==> src/rtl/iob_split_tmo.sv <==
// IOb native-bus splitter: one registered request stage, one outstanding transaction,
// with error termination of unmapped or unresponsive accesses.
module iob_split_tmo #(
    parameter int                ADDR_W      = 32,
    parameter int                DATA_W      = 32,
    parameter int                N_SLAVES    = 2,
    parameter int                P_SLAVES    = ADDR_W - 2,
    parameter int                SEL_W       = ($clog2(N_SLAVES) > 0) ? $clog2(N_SLAVES) : 1,
    parameter int                TIMEOUT_CYC = 1024,
    parameter logic [DATA_W-1:0] ERR_DATA    = 32'hDEADBEEF
) (
    input  logic                       clk,
    input  logic                       rst_n,
    input  logic                       m_valid,
    input  logic [ADDR_W-1:0]          m_addr,
    input  logic [DATA_W-1:0]          m_wdata,
    input  logic [DATA_W/8-1:0]        m_wstrb,
    output logic [DATA_W-1:0]          m_rdata,
    output logic                       m_ready,
    output logic [N_SLAVES-1:0]        s_valid,
    output logic [ADDR_W-1:0]          s_addr,
    output logic [DATA_W-1:0]          s_wdata,
    output logic [DATA_W/8-1:0]        s_wstrb,
    input  logic [N_SLAVES*DATA_W-1:0] s_rdata,
    input  logic [N_SLAVES-1:0]        s_ready,
    output logic                       err,
    output logic [1:0]                 err_code,
    output logic [7:0]                 err_cnt,
    input  logic                       err_clr
);
    localparam int STRB_W = DATA_W / 8;
    localparam int CNT_W  = ($clog2(TIMEOUT_CYC + 1) > 0) ? $clog2(TIMEOUT_CYC + 1) : 1;
    localparam int TMO_M1 = (TIMEOUT_CYC > 0) ? TIMEOUT_CYC - 1 : 0;
    localparam logic [CNT_W-1:0] TMO_LAST = CNT_W'(TMO_M1);
    localparam logic [SEL_W:0]   SEL_LIM  = (SEL_W + 1)'(N_SLAVES);

    localparam logic [1:0] IDLE = 2'd0;
    localparam logic [1:0] REQ  = 2'd1;
    localparam logic [1:0] RESP = 2'd2;

    logic [1:0]          state_r, state_s;
    logic [ADDR_W-1:0]   addr_r;
    logic [DATA_W-1:0]   wdata_r;
    logic [STRB_W-1:0]   wstrb_r;
    logic [SEL_W-1:0]    sel_r, m_sel_s, nxt_sel_s;
    logic [CNT_W-1:0]    cnt_r;
    logic [N_SLAVES-1:0] s_valid_r, onehot_s;
    logic [DATA_W-1:0]   m_rdata_r, rdata_s, rdata_sel_s;
    logic                m_ready_r, err_r, resp_s, ready_sel_s;
    logic [1:0]          code_s, err_code_r;
    logic [7:0]          err_cnt_r;

    assign m_sel_s   = m_addr[P_SLAVES -: SEL_W];
    assign nxt_sel_s = (state_r == IDLE) ? m_sel_s : sel_r;

    // Selected-slave response mux and next one-hot valid vector.
    always_comb begin
        rdata_sel_s = {DATA_W{1'b0}};
        ready_sel_s = 1'b0;
        onehot_s    = {N_SLAVES{1'b0}};
        for (int i = 0; i < N_SLAVES; i++) begin
            rdata_sel_s = rdata_sel_s | (s_rdata[i*DATA_W +: DATA_W] & {DATA_W{sel_r == SEL_W'(i)}});
            ready_sel_s = ready_sel_s | (s_ready[i] & (sel_r == SEL_W'(i)));
            onehot_s[i] = (nxt_sel_s == SEL_W'(i));
        end
    end

    // Next-state logic; resp_s marks the transition into RESP with its data and error code.
    always_comb begin
        state_s = state_r;
        resp_s  = 1'b0;
        code_s  = 2'b00;
        rdata_s = {DATA_W{1'b0}};
        case (state_r)
            IDLE: begin
                if (m_valid) begin
                    if ({1'b0, m_sel_s} >= SEL_LIM) begin
                        state_s = RESP;
                        resp_s  = 1'b1;
                        code_s  = 2'b01;
                        rdata_s = ERR_DATA;
                    end else begin
                        state_s = REQ;
                    end
                end else begin
                    state_s = IDLE;
                end
            end
            REQ: begin
                // Ready takes priority over a timeout landing in the same cycle.
                if (ready_sel_s) begin
                    state_s = RESP;
                    resp_s  = 1'b1;
                    rdata_s = (wstrb_r != {STRB_W{1'b0}}) ? {DATA_W{1'b0}} : rdata_sel_s;
                end else if ((TIMEOUT_CYC != 0) && (cnt_r == TMO_LAST)) begin
                    state_s = RESP;
                    resp_s  = 1'b1;
                    code_s  = 2'b10;
                    rdata_s = ERR_DATA;
                end else begin
                    state_s = REQ;
                end
            end
            RESP:    state_s = IDLE;
            default: state_s = IDLE;
        endcase
    end

    // Transaction state, request latches and registered master/slave outputs.
    always_ff @(posedge clk or negedge rst_n) begin
        if (!rst_n) begin
            state_r   <= IDLE;
            addr_r    <= {ADDR_W{1'b0}};
            wdata_r   <= {DATA_W{1'b0}};
            wstrb_r   <= {STRB_W{1'b0}};
            sel_r     <= {SEL_W{1'b0}};
            cnt_r     <= {CNT_W{1'b0}};
            s_valid_r <= {N_SLAVES{1'b0}};
            m_rdata_r <= {DATA_W{1'b0}};
            m_ready_r <= 1'b0;
            err_r     <= 1'b0;
        end else begin
            state_r <= state_s;
            if ((state_r == IDLE) && m_valid) begin
                addr_r  <= m_addr;
                wdata_r <= m_wdata;
                wstrb_r <= m_wstrb;
                sel_r   <= m_sel_s;
                cnt_r   <= {CNT_W{1'b0}};
            end else if (state_r == REQ) begin
                cnt_r <= cnt_r + CNT_W'(1);
            end
            s_valid_r <= (state_s == REQ) ? onehot_s : {N_SLAVES{1'b0}};
            m_ready_r <= resp_s;
            if (resp_s) begin
                m_rdata_r <= rdata_s;
            end
            err_r <= resp_s & (code_s != 2'b00);
        end
    end

    // Error code and saturating counter; a clear during the err pulse keeps the new error.
    always_ff @(posedge clk or negedge rst_n) begin
        if (!rst_n) begin
            err_code_r <= 2'b00;
            err_cnt_r  <= 8'd0;
        end else begin
            if (resp_s && (code_s != 2'b00)) begin
                err_code_r <= code_s;
            end else if (err_clr && !err_r) begin
                err_code_r <= 2'b00;
            end
            if (err_clr) begin
                err_cnt_r <= err_r ? 8'd1 : 8'd0;
            end else if (err_r && (err_cnt_r != 8'hFF)) begin
                err_cnt_r <= err_cnt_r + 8'd1;
            end
        end
    end

    assign m_rdata  = m_rdata_r;
    assign m_ready  = m_ready_r;
    assign s_valid  = s_valid_r;
    assign s_addr   = addr_r;
    assign s_wdata  = wdata_r;
    assign s_wstrb  = wstrb_r;
    assign err      = err_r;
    assign err_code = err_code_r;
    assign err_cnt  = err_cnt_r;

endmodule

==> config.mk <==
export PLATFORM = sky130hd
export DESIGN_NAME = iob_split_tmo
export DESIGN_NICKNAME = d
export VERILOG_FILES = /design/src/rtl/iob_split_tmo.sv
export SDC_FILE = /design/constraint.sdc
export NUM_CORES = 1
export LEC_CHECK = 0
export ABC_AREA = 0
export CAP_MARGIN = 20
export CELL_PAD_IN_SITES_DETAIL_PLACEMENT = 0
export CELL_PAD_IN_SITES_GLOBAL_PLACEMENT = 1
export CORE_MARGIN = 5
export CORE_UTILIZATION = 31
export DETAILED_ROUTE_END_ITERATION = 10
export PLACE_DENSITY_LB_ADDON = 0.1
export SLEW_MARGIN = 15
export SYNTH_ARGS = -nofsm -noshare
export SYNTH_HDL_FRONTEND = slang
export SYNTH_SLANG_ARGS = --single-unit
==> constraint.sdc <==
create_clock -name clk -period 2.5 [get_ports clk]
set_input_delay 0.5 -clock clk [delete_from_list [all_inputs] [get_ports clk]]
set_output_delay 0.5 -clock clk [all_outputs]
set_load 0.05 [all_outputs]
# After elaboration in Yosys (flattened, before gate mapping)
# Index checks and enable logic that the tools add are counted.
dict set report totals {
  in_bits 138
  elab_cells 61
  out_inout_bits 114
  ff_bits 128
}
dict set report classes {
  n_eq_ne 4
  n_mux 23
  reduce_logical 11
  n_addsub 2
  bitwise_logic 9
}
# cell n
set ops {}
lappend ops {{$mux W32} 4}
lappend ops {{$and A32 B32 Y32} 2}
lappend ops {{$or A32 B32 Y32} 1}
lappend ops {{$mux W11} 2}
lappend ops {{$mux W2} 8}
lappend ops {{$mux W8} 2}
lappend ops {{$add A11 B1 Y11 const B} 1}
lappend ops {{$eq A11 B10 Y1 const B} 1}
lappend ops {{$add A8 B1 Y8 const B} 1}
lappend ops {{$ne A8 B8 Y1 const B} 1}
lappend ops {{$reduce_bool A2 Y1} 4}
lappend ops {{$mux W1} 6}
lappend ops {{$eq A2 B1 Y1 const B} 2}
lappend ops {{$logic_and A1 B1 Y1} 4}
lappend ops {{$pmux W2 S2} 1}
lappend ops {{$reduce_bool A4 Y1} 1}
lappend ops {{$and A1 B1 Y1} 3}
lappend ops {{$logic_not A2 Y1} 1}
lappend ops {{$not A1 Y1} 2}
lappend ops {{$logic_not A1 Y1} 1}
lappend ops {{$or A1 B1 Y1} 1}

# Longest topological paths before layout
dict set report depth {
  word_depth 8
  ltp_mapped 6
  depth_no_buf 4
}

# Worst setup path after synthesis
# OpenSTA, ideal clock, no wires.
dict set report synth_timing {
  kind {flip-flop to flip-flop}
  startpoint {register wstrb_r[1], in the netlist s_wstrb[1]}
  endpoint {register m_rdata_r[10], in the netlist m_rdata[10]}
  arrival_ns 1.745
  path_slack_ns 0.688
  path_buffers 2
  stages_incl_launch_ff 6
  path_cell_list {dfrtp_1 or4_1 buf_2 buf_2 o211ai_1 o31a_1}
}
dict set report synth_via {
  elab_chain_len 4
}
# element line
set synth_lines {}
lappend synth_lines {{start: declaration} 44} ;# logic [STRB_W-1:0] wstrb_r;
lappend synth_lines {{start signal: assignment} 115} ;# wstrb_r <= {STRB_W{1'b0}};
lappend synth_lines {{start signal: assignment} 127} ;# wstrb_r <= m_wstrb;
lappend synth_lines {{$reduce_bool A4 Y1} 94} ;# rdata_s = (wstrb_r != {STRB_W{1'b0}}) ? {DATA_W{1'b0}} : rdata_sel_s;
lappend synth_lines {{$mux W32} 94}
lappend synth_lines {{$mux W32} 91} ;# if (ready_sel_s) begin
lappend synth_lines {{$mux W32} 74} ;# case (state_r)
lappend synth_lines {{end signal: assignment} 119} ;# m_rdata_r <= {DATA_W{1'b0}};
lappend synth_lines {{end signal: assignment} 136} ;# m_rdata_r <= rdata_s;
lappend synth_lines {{end: declaration} 48} ;# logic [DATA_W-1:0] m_rdata_r, rdata_s, rdata_sel_s;
# Every way passes these cells.
# A chain may end at the register's enable or synchronous reset.

# Worst setup path after layout
dict set report layout_timing {
  startpoint {register err_r, in the netlist err}
  endpoint {output port err}
}
# element line
set layout_rtl {}
lappend layout_rtl {{start: declaration} 49} ;# logic m_ready_r, err_r, resp_s, ready_sel_s;
lappend layout_rtl {{start signal: assignment} 138} ;# err_r <= resp_s & (code_s != 2'b00);
lappend layout_rtl {{end: declaration} 26} ;# output logic err,
# No word-level cell between the ends.

==> impl_metrics.ini <==
[power]
p_seq_share_pct = 26.1
clkPwrFrac_pct = 20.5
p_int_uw = 7220
p_sw_share_pct = 45.8
power_frac_comb_pct = 53.4
p_sw_uw = 6100
power_density_nw_per_um2 = 1470
total_leakage_power_uw = 0.00403
irDropWorstVdd_mv = 0.723

[floorplan]
start_util_pct = 31.5
die_x_um = 145
boundaryPins = 252
coreArea_um2 = 17900
std_cell_rows = 49
dieArea_um2 = 21000
die_h_um = 145

[layout]
final_cell_mix = clkdlybuf4s50_1, nand2_1, dfrtp_1
antenna_cells = 0
area_growth_pct = 61.1
final_common_cell = clkdlybuf4s50_1
drive_above_1_share_pct = 8.92
final_area_um2 = 9080
fin_nets = 957
num-fill-cells = 1623

[cts]
clk_transition_reported_paths_ns = 0.05
cts_setup_buffers = 0
cts_hold_buf = 0
numClockSinks = 126
cts_tree = yes
cts_buffers = 17
cts_resized = 0
h-tree-depth = 4
cts_root_buf = clkbuf_16
clock_latency_ns = 0.41
cts.path.max_buffers = 2

[worst_setup_path]
crit_path_max_incr_delay_ns = 0.88
endpoint = err
r2r_end = m_rdata[17]
path_buf_inv = 1
crit_path_start = err
cp_max_fo = 10
critPathTopFamily = buffers and inverters
cp_num_cells = 1
cp-start-kind = register
crit-reg2reg-launch = state_r[1]
reg2reg_slack_ns = 0.67
worstPathArrival_ns = 1.79
cp_slowest_cell = clkdlybuf4s50_1
cp.required_ns = 2.00
end_kind = output port
critPathKind = reg -> out
worstRegToRegCells = 3
cp_cell_sequence = clkdlybuf4s50_1

[synthesis]
syn_area_per_cell_um2 = 9.92
ys_ff_latch = 126
yosysTopAreaCell = dfrtp_1
synthDistinctLibCells = 45
synth_edf_count = 0
yosys_warnings = 0
synth_top_cell_area_share_pct = 56.0
synth_flop_cell = dfrtp_1
syn-num-nets = 708
synthTopCellsByArea = dfrtp_1, nand2_1, mux2i_1
synth.yosys.seq_area_share_pct = 56.0
syn_area_um2 = 5640
async_reset_ff_share_pct = 100
synthCells = 568

[global_route]
antenna_found_initial = 1
grt_pass1_wl_um = 27900
grt_use_total_pct = 16.9
grt_max_degree = 41
grt_pass1_vias = 5358
overflow = 0

[detailed_routing]
drc = 0
firstDrtPassIters = 4
drt_iter0_drc = 199
post_drt_wl_per_cell_um = 16.9
via_count = 5056
routed_wl_um = 17900
drt.antenna.violating_nets = 0
viasPerCell = 4.77

[sta]
fin_setup_tns_ns = 0
drv_slew = 0
final.setup_skew_ns = 0.00804
slew_headroom_pct = 60.7
fmax_mhz = 436
tightestPinTransition_ns = 0.587
setup_violations = 0
rsz0062_at_grt = false
hold_viol = 0
period_share_pct = 91.7
min_period_ns = 2.29

[status]
status = complete, no violations

[placement]
place_hpwl_um = 13200
port_buffers = 250
place_area_um2 = 8420
place_congestion = 0.777

[run]
maxCapViolCount = 0

[hold_path]
hold_class = in -> async
-- per-stage QoR --
step	std cells	utilization (%)	total power (uW)	setup WS [ns]	hold WS [ns]
2_1_floorplan	568	-	8080	0.688	0.204
3_3_place_gp	1027	47.1	10600	0.389	0.458
3_5_place_dp	1027	47.1	10700	0.365	0.461
4_1_cts	1059	50.7	13500	0.177	0.0655
5_1_grt	1059	50.7	14100	0.136	0.0900
6_report	1059	50.7	13300	0.207	0.0615
-- layout make-up --
cell class                      instances  area, um^2  share of cell area (%)
Clock inverter                         10         184                    2.03
Tap cell                              229         287                    3.16
Timing Repair Buffer                  269        2670                    29.3
Sequential cell                       126        3150                    34.7
Multi-Input combinational cell        398        2300                    25.3
Inverter                                5        18.8                   0.207
Clock buffer                           22         474                    5.22
-- flip-flops by register name, summed over array words and instances, names as in the netlist --
signal and flops:
state_r 2, s_wstrb 4, err 1, s_addr 32
s_wdata 32, m_rdata 32, err_code 1, cnt_r 11
err_cnt 8, s_valid 2, m_ready 1
-- cells in the mapped netlist, types with 2 or more instances --
master,number
nor3_1,3
mux2_2,14
o21ai_0,3
nor2b_1,5
o31a_1,24
clkbuf_1,18
mux2i_1,30
a31oi_1,2
nand2_1,219
nor2_1,8
a32o_1,8
o211ai_1,27
or4_1,4
nor4_1,3
buf_2,16
buf_1,2
dfrtp_1,126
buf_4,2
ha_1,2
o31ai_1,3
inv_1,5
nor3b_1,2
o311ai_0,2
nand4_1,3
a21oi_1,7
and3_1,2
nand3_1,10
-- routing by layer --
layer / routed length, um / track usage [%] / vias up
met4: 352 / 5.55 / 2
met5: 20 / 0 / -
met2: 8450 / 28.0 / 183
met3: 1790 / 6.51 / 26
met1: 7280 / 20.1 / 2392
li1: - / - / 2453
-- power by group through the flow --
stage	combinational [uW]	sequential, uW	clock [uW]
CTS	7210	3490	2800
floorplan	1850	6230	0
global route	7550	3600	2900
global placement	7150	3480	0
finish	7120	3480	2730
detailed placement	7210	3490	0
-- how the worst min path moves through the flow --
stage,slack [ns],cells after the start,end,from
after floorplan,0.20,0,cnt_r[0],rst_n
after global placement,0.46,2,s_addr[0],s_addr[0]
after detailed placement,0.46,2,s_addr[22],s_addr[22]
after CTS,0.07,1,err_cnt[7],rst_n
after global routing,0.09,1,m_rdata[20],rst_n
final,0.06,1,m_rdata[20],rst_n
-- cells by family after synthesis --
family          count (synthesis)  synth area share [%]
compound gates                 81                  11.3
fa+ha+maj                       2                 0.444
buf+inv                        44                  3.55
flops                         126                  56.0
mux                            44                  8.13
other cells                     1                0.0665
simple gates                  270                  20.6
Power figures use the tool's default switching activity.
